File: src/rtl/plab4_net_ingress_adapter_if.sv
// Purpose : valid/ready message channel with a 1-bit security domain, control
//           message and data payload. Used on both sides of the ingress adapter.
// Signals : val         - message valid (driven by master)
//           rdy         - message ready (driven by slave)
//           domain      - security domain of the message (0 trusted, 1 untrusted)
//           msg_control - control message {dest, src, opaque, payload}
//           msg_data    - data payload
interface plab4_net_ingress_adapter_if #(
   parameter int unsigned P_M  = 41,
   parameter int unsigned P_PD = 32
);
   logic            val;
   logic            rdy;
   logic            domain;
   logic [P_M-1:0]  msg_control;
   logic [P_PD-1:0] msg_data;

   modport master (output val, output domain, output msg_control, output msg_data, input rdy);
   modport slave  (input val, input domain, input msg_control, input msg_data, output rdy);
endinterface

File: src/rtl/plab4_net_ingress_adapter.sv
// Purpose : per-terminal ingress stage in front of one ring port. Buffers up to
//           two requests, stamps the src field with the port id, and holds off a
//           message whose domain differs from the last injected one until a drain
//           gap has elapsed. Message outputs are scrubbed to zero when not valid.
// Ports   : clk   - clock
//           reset - asynchronous active-high reset
//           req   - upstream request channel (slave side)
//           net   - channel to ring in_*_pN (master side)
module plab4_net_ingress_adapter #(
   parameter int unsigned p_payload_cnbits = 32,
   parameter int unsigned p_payload_dnbits = 32,
   parameter int unsigned p_opaque_nbits   = 3,
   parameter int unsigned p_srcdest_nbits  = 3,
   parameter int unsigned p_port_id        = 0,
   parameter int unsigned p_switch_gap     = 2
) (
   input  logic                         clk,
   input  logic                         reset,
   plab4_net_ingress_adapter_if.slave   req,
   plab4_net_ingress_adapter_if.master  net
);

   localparam int unsigned PC      = p_payload_cnbits;
   localparam int unsigned PD      = p_payload_dnbits;
   localparam int unsigned O       = p_opaque_nbits;
   localparam int unsigned S       = p_srcdest_nbits;
   localparam int unsigned M       = PC + O + 2 * S;
   localparam int unsigned SRC_LSB = PC + O;
   localparam logic [3:0]  GAP_INIT = 4'(p_switch_gap);

   // two-entry circular queue
   logic [M-1:0]  r_ctrl [2];
   logic [PD-1:0] r_data [2];
   logic [1:0]    r_dom;
   logic          r_wptr;
   logic          r_rptr;
   logic [1:0]    r_count;
   logic          r_last_dom;
   logic [3:0]    r_gap;

   logic          w_empty;
   logic          w_full;
   logic          w_enq;
   logic          w_deq;
   logic          w_blocked;
   logic          w_val;
   logic [M-1:0]  w_stamped;

   assign w_empty = (r_count == 2'd0);
   assign w_full  = (r_count == 2'd2);

   // src field overwritten with this terminal's id, everything else unchanged
   assign w_stamped = {req.msg_control[M-1:SRC_LSB+S], S'(p_port_id), req.msg_control[SRC_LSB-1:0]};

   // gate compares against last_domain only, so an asserted val cannot drop
   // before its dequeue
   assign w_blocked = !w_empty && (r_dom[r_rptr] != r_last_dom) && (r_gap != 4'd0);
   assign w_val     = !w_empty && !w_blocked;

   // ready from registered state only; a full queue refuses even on a dequeue
   assign req.rdy = !w_full && !reset;
   assign w_enq   = req.val && req.rdy;
   assign w_deq   = w_val && net.rdy;

   assign net.val         = w_val;
   assign net.domain      = w_val ? r_dom[r_rptr]  : r_last_dom;
   assign net.msg_control = w_val ? r_ctrl[r_rptr] : '0;
   assign net.msg_data    = w_val ? r_data[r_rptr] : '0;

   // queue storage, pointers, occupancy, and domain/gap tracking
   always_ff @(posedge clk or posedge reset) begin
      if (reset) begin
         r_ctrl[0]  <= '0;
         r_ctrl[1]  <= '0;
         r_data[0]  <= '0;
         r_data[1]  <= '0;
         r_dom      <= 2'b00;
         r_wptr     <= 1'b0;
         r_rptr     <= 1'b0;
         r_count    <= 2'd0;
         r_last_dom <= 1'b0;
         r_gap      <= 4'd0;
      end else begin
         if (w_enq) begin
            r_ctrl[r_wptr] <= w_stamped;
            r_data[r_wptr] <= req.msg_data;
            r_dom[r_wptr]  <= req.domain;
            r_wptr         <= ~r_wptr;
         end
         if (w_deq) begin
            r_rptr     <= ~r_rptr;
            r_last_dom <= r_dom[r_rptr];
            r_gap      <= GAP_INIT;
         end else if (r_gap != 4'd0) begin
            r_gap <= r_gap - 4'd1;
         end
         case ({w_enq, w_deq})
            2'b10:   r_count <= r_count + 2'd1;
            2'b01:   r_count <= r_count - 2'd1;
            default: r_count <= r_count;
         endcase
      end
   end

endmodule

File: src/flat_wrapper.sv
// flat-port wrapper written by rule: the top's interface ports become plain ports
module plab4_net_ingress_adapter_flat 
#(
   parameter int unsigned p_payload_cnbits = 32,
   parameter int unsigned p_payload_dnbits = 32,
   parameter int unsigned p_opaque_nbits   = 3,
   parameter int unsigned p_srcdest_nbits  = 3,
   parameter int unsigned p_port_id        = 0,
   parameter int unsigned p_switch_gap     = 2
)
  (clk, reset, req_val, req_domain, req_msg_control, req_msg_data, req_rdy, net_val, net_domain, net_msg_control, net_msg_data, net_rdy);
  plab4_net_ingress_adapter_if req_i ();
  plab4_net_ingress_adapter_if net_i ();
  input  logic clk;
  input  logic reset;
  input wire logic [$bits(req_i.val)-1:0] req_val;
  input wire logic [$bits(req_i.domain)-1:0] req_domain;
  input wire logic [$bits(req_i.msg_control)-1:0] req_msg_control;
  input wire logic [$bits(req_i.msg_data)-1:0] req_msg_data;
  output wire logic [$bits(req_i.rdy)-1:0] req_rdy;
  output wire logic [$bits(net_i.val)-1:0] net_val;
  output wire logic [$bits(net_i.domain)-1:0] net_domain;
  output wire logic [$bits(net_i.msg_control)-1:0] net_msg_control;
  output wire logic [$bits(net_i.msg_data)-1:0] net_msg_data;
  input wire logic [$bits(net_i.rdy)-1:0] net_rdy;
  assign req_i.val = req_val;
  assign req_i.domain = req_domain;
  assign req_i.msg_control = req_msg_control;
  assign req_i.msg_data = req_msg_data;
  assign req_rdy = req_i.rdy;
  assign net_val = net_i.val;
  assign net_domain = net_i.domain;
  assign net_msg_control = net_i.msg_control;
  assign net_msg_data = net_i.msg_data;
  assign net_i.rdy = net_rdy;
  plab4_net_ingress_adapter #(.p_payload_cnbits(p_payload_cnbits), .p_payload_dnbits(p_payload_dnbits), .p_opaque_nbits(p_opaque_nbits), .p_srcdest_nbits(p_srcdest_nbits), .p_port_id(p_port_id), .p_switch_gap(p_switch_gap)) u_core (.clk(clk), .reset(reset), .req(req_i), .net(net_i));
endmodule
File: config.mk
export PLATFORM = sky130hd
export DESIGN_NAME = plab4_net_ingress_adapter_flat
export DESIGN_NICKNAME = d
export VERILOG_FILES = /design/src/rtl/plab4_net_ingress_adapter_if.sv /design/src/rtl/plab4_net_ingress_adapter.sv /design/src/flat_wrapper.sv
export SDC_FILE = /design/constraint.sdc
export NUM_CORES = 1
export LEC_CHECK = 0
export CORE_AREA = 4 4 157 159
export DETAILED_ROUTE_END_ITERATION = 10
export DIE_AREA = 0 0 161 163
export PLACE_DENSITY = 0.56
export SLEW_MARGIN = 0
export SYNTH_ARGS = -nofsm -noshare
export SYNTH_HDL_FRONTEND = slang
export SYNTH_SLANG_ARGS = --single-unit
File: constraint.sdc
create_clock -name clk -period 12.2 [get_ports clk]
set_clock_uncertainty 0.2 [all_clocks]
set_input_delay 1.83 -clock clk [delete_from_list [all_inputs] [get_ports clk]]
set_output_delay 1.83 -clock clk [all_outputs]
set_load 0.02 [all_outputs]
==> summary.txt <==
Critical path
  • Worst-path fanout max: 78
  • Cells along the critical path: clkdlybuf4s50_1 -> inv_6 -> and2_1 -> clkdlybuf4s50_1
  • CP max stage delay: 0.61 ns
  • Critical Path RT: roughly 10 ns
  • FF-to-FF End: u_core.r_ctrl[54]
  • R2r startpoint: u_core.r_count[0]
  • CP Capture Type: output pin
  • R2R Setup Slk: between 8 and 9 ns
  • CP dominant cell by count: clkdlybuf4s50_1
  • Crit path buf inv count: 3
  • Slowest cell on the critical path: clkdlybuf4s50_1
  • Delay-heaviest family, CP: buffers and inverters
  • FF-to-FF path depth: 5
  • Critical path arrival: about 3.7 ns
  • CP Class: primary input to output pin
  • Startpoint types: primary input

Power
  • Leakage: approximately 0.0039 uW
  • Max rail drop VDD: ~0.15 mV
  • Logic pwr share: about half
  • Int Power: between 1500 and 2000 uW
  • Clock power share: 17.7%
  • Sequential power share: a little under a third
  • Pwr Density: 322.9 nW/um^2
  • NetSw: around 1100 uW
  • Sw Share: 37.88%
  • Total Power: roughly 3000 uW

Final layout
  • Post-route cell area: ~9000 sq um
  • Nets: approximately 730
  • Share of cells above drive strength 1: a little over a quarter
  • Area growth, synth to finish: 33.78%
  • N_diodes: 0

Logic synthesis
  • Cell variety after synth: 28
  • Yosys top cell area share: about 55%
  • Synthesized cell area: between 6000 and 7000 sq um
  • Seq/Total Area, Yosys: about 55%
  • Yosys warning count: 0
  • Synth Area in XOR/XNOR: 1.001%
  • Leading area contributor after synthesis: dfrtp_1
  • Largest family of logic cells by synthesized area: multiplexers
  • Number of synthesized register bits: 151
  • Ranking of synthesized cells by area: dfrtp_1 (55%), mux2_2 (22%), mux2i_1 (10%)
  • Cell count after synthesis: between 500 and 600
  • Simple-Gate Fraction of Synth Area: around 5%
  • Multiplexer share of the synthesized area: about a third
  • Synth Area in Compound Gates: less than 1%
  • Synthesized area per cell: 13.48 sq um
  • Area share of fa/ha/maj cells after synthesis: less than 1%

Clock network
  • Post-cts resize count: 0
  • Clock Tree Buf Depth: 2
  • Hold buffers post-CTS: 0
  • Worst-skew pair later-pin latency: slightly above 0.4 ns
  • CTS tree: built
  • Clk sinks: 151
  • TritonCTS Buffers: 17
  • Clk pin slew, worst setup/hold paths: about 0.060 ns
  • Root buf cell: clkbuf_16
  • Post-CTS repair timing setup buffer count: 0
  • H-tree Lvls: 4

Place
  • Placed Area: 8598 sq um
  • Port Buf Inserts: around 150
  • Final GP Congestion: ~0.70
  • Post-DP HPWL: around 10000 microns

Die
  • Core area: between 20000 and 25000 sq um
  • Ports: 154
  • DIE WIDTH: around 160 microns
  • Initial core utilization: 29.55%
  • Die area: 26240 sq um
  • DIE HEIGHT: 163 microns
  • Cell Rows: between 50 and 60

Global routing
  • Number of global-route vias before repair: slightly below 5k
  • Initial antenna violation count: 0
  • Overflow after GRT: 0
  • First-pass GRT wire length: around 25000 microns
  • Largest net degree at the start of global routing: between 70 and 80
  • Tot GR Track Use: between 10% and 20%

Timing
  • Final setup vio count: 0
  • Final worst-path cycle share: 46.71%
  • Min cycle time layout: around 5.7 ns
  • Setup TNS: 0 ns
  • Slew margin rel.: a little over a fifth
  • Fin. max-slew vios: 0
  • Max Fclk: between 0.15 and 0.2 GHz
  • Final hold viol count: 0
  • Unrepaired setup endpoints after global routing: no
  • Worst Tran Pin Value: around 1.2 ns

Min path
  • Worst Hold Endpoint: u_core.r_data[54]
  • Hold Path Cell Cnt: 1
  • Hold_sp: u_core.r_data[54]
  • Worst Hold Class: register to register

Routing
  • Final wirelength: roughly 15000 microns
  • WL/cell: 15.77 microns
  • DR iter-0 viols: about 150
  • Vias: between 4k and 5k
  • Routed Antenna Nets: 0
  • TritonRoute pass-1 iters: 4
  • DRC: 0
  • Via/cell ratio: ~4.5

Status
  • Status: complete, no violations

Flow run
  • Max Cap Viol: 0
==> cell type report <==
class	instances	area, sq um
Sequential cell	151	3782
Fill cell	2241	14070
Tap cell	319	399.1
Clock buffer	20	456.7
Multi-Input combinational cell	323	2884
Inverter	5	23.77
Clock inverter	12	141.4
Timing Repair Buffer	152	1509
==> state kept, by name, summed over array words and instances, names as in the netlist <==
register           flops
u_core.r_dom           2
u_core.r_count         2
u_core.r_wptr          1
u_core.r_data         64
u_core.r_last_dom      1
u_core.r_gap           4
u_core.r_ctrl         76
u_core.r_rptr          1
==> worst max path at each step <==
stage	from	to	slack, ns	depth (start not counted)
2_1_floorplan	reset	req_rdy	4.69	2
3_3_place_gp	reset	req_rdy	6.44	4
3_5_place_dp	reset	req_rdy	6.41	4
4_1_cts	reset	req_rdy	6.40	4
5_1_grt	reset	req_rdy	6.31	4
6_report	reset	req_rdy	6.50	4
==> cell usage in the layout (no fill, tap or decap), types with 2 or more instances in the layout <==
master | Yosys | final
clkinvlp_4 | 0 | 5
xnor2_1 | 4 | 4
dfrtp_1 | 151 | 150
o21ai_0 | 4 | 4
nand3_1 | 3 | 2
inv_1 | 5 | 4
xor2_1 | 2 | 2
clkbuf_16 | 0 | 17
conb_1 | 1 | 3
mux2_1 | 12 | 12
and2_1 | 2 | 2
ha_1 | 3 | 3
bufinv_16 | 0 | 2
a21oi_1 | 2 | 2
buf_4 | 10 | 5
clkdlybuf4s50_1 | 0 | 147
clkbuf_8 | 0 | 2
mux2_2 | 132 | 132
nor2_1 | 75 | 75
mux2i_1 | 70 | 70
inv_6 | 0 | 5
nand2_1 | 2 | 2
==> per-stage QoR <==
step                      hold WS [ns]  std cells  worst slack (ns)  util (%)
after CTS                       0.2883        982             6.404     39.53
after global placement          0.2659        950             6.444     36.96
after global routing            0.2966        982             6.312     39.53
after floorplan                 0.2574        512             4.687         -
after detailed placement        0.2740        950             6.415     36.96
final                           0.2861        982             6.501     39.53
==> metal layers <==
layer | vias to the layer above | part of all wire, % | routed length, microns | GRT usage, %
li1 | 2036 | - | - | -
met1 | 2263 | 45 | 6906 | 14.91
met2 | 98 | 50 | 7767 | 20.86
met3 | 9 | 4.4 | 675 | 3.746
met4 | 0 | 0.89 | 138 | 3.141
met5 | - | 0 | 0 | 0
==> synth_stat cells, drive strengths merged <==
library cell and count:
nor2b 1, o2bb2ai 1, o21ai 4, nand2 2, xnor2 4, a21oi 2, mux2 145, inv 5
dfrtp 151, nor2 76, conb 1, clkbuf 7, xor2 3, buf 26, nand2b 1, nand3 3
and2 2, or3 1, o21a 1, mux2i 70, nor3 1, ha 3
==> power groups by stage <==
stage	clock, uW	sequential, uW	combinational, uW
3_5_place_dp	0	930	1560
2_1_floorplan	0	854	1040
5_1_grt	570	952	1650
3_3_place_gp	0	909	1540
4_1_cts	546	920	1560
6_report	527	916	1530
==> logic make-up (layout without fill, tap and decap cells) <==
kind of cell,count (synthesis),count (layout)
AOI/OAI and AO/OA,8,8
xor gates and xnor gates,7,7
adders and majority gates,3,3
buffers and inverters,38,189
DFF,151,151
muxes,215,215
other,1,3
and+or+nand+nor,87,87
Note: power is estimated with default switching activity, not from simulation.
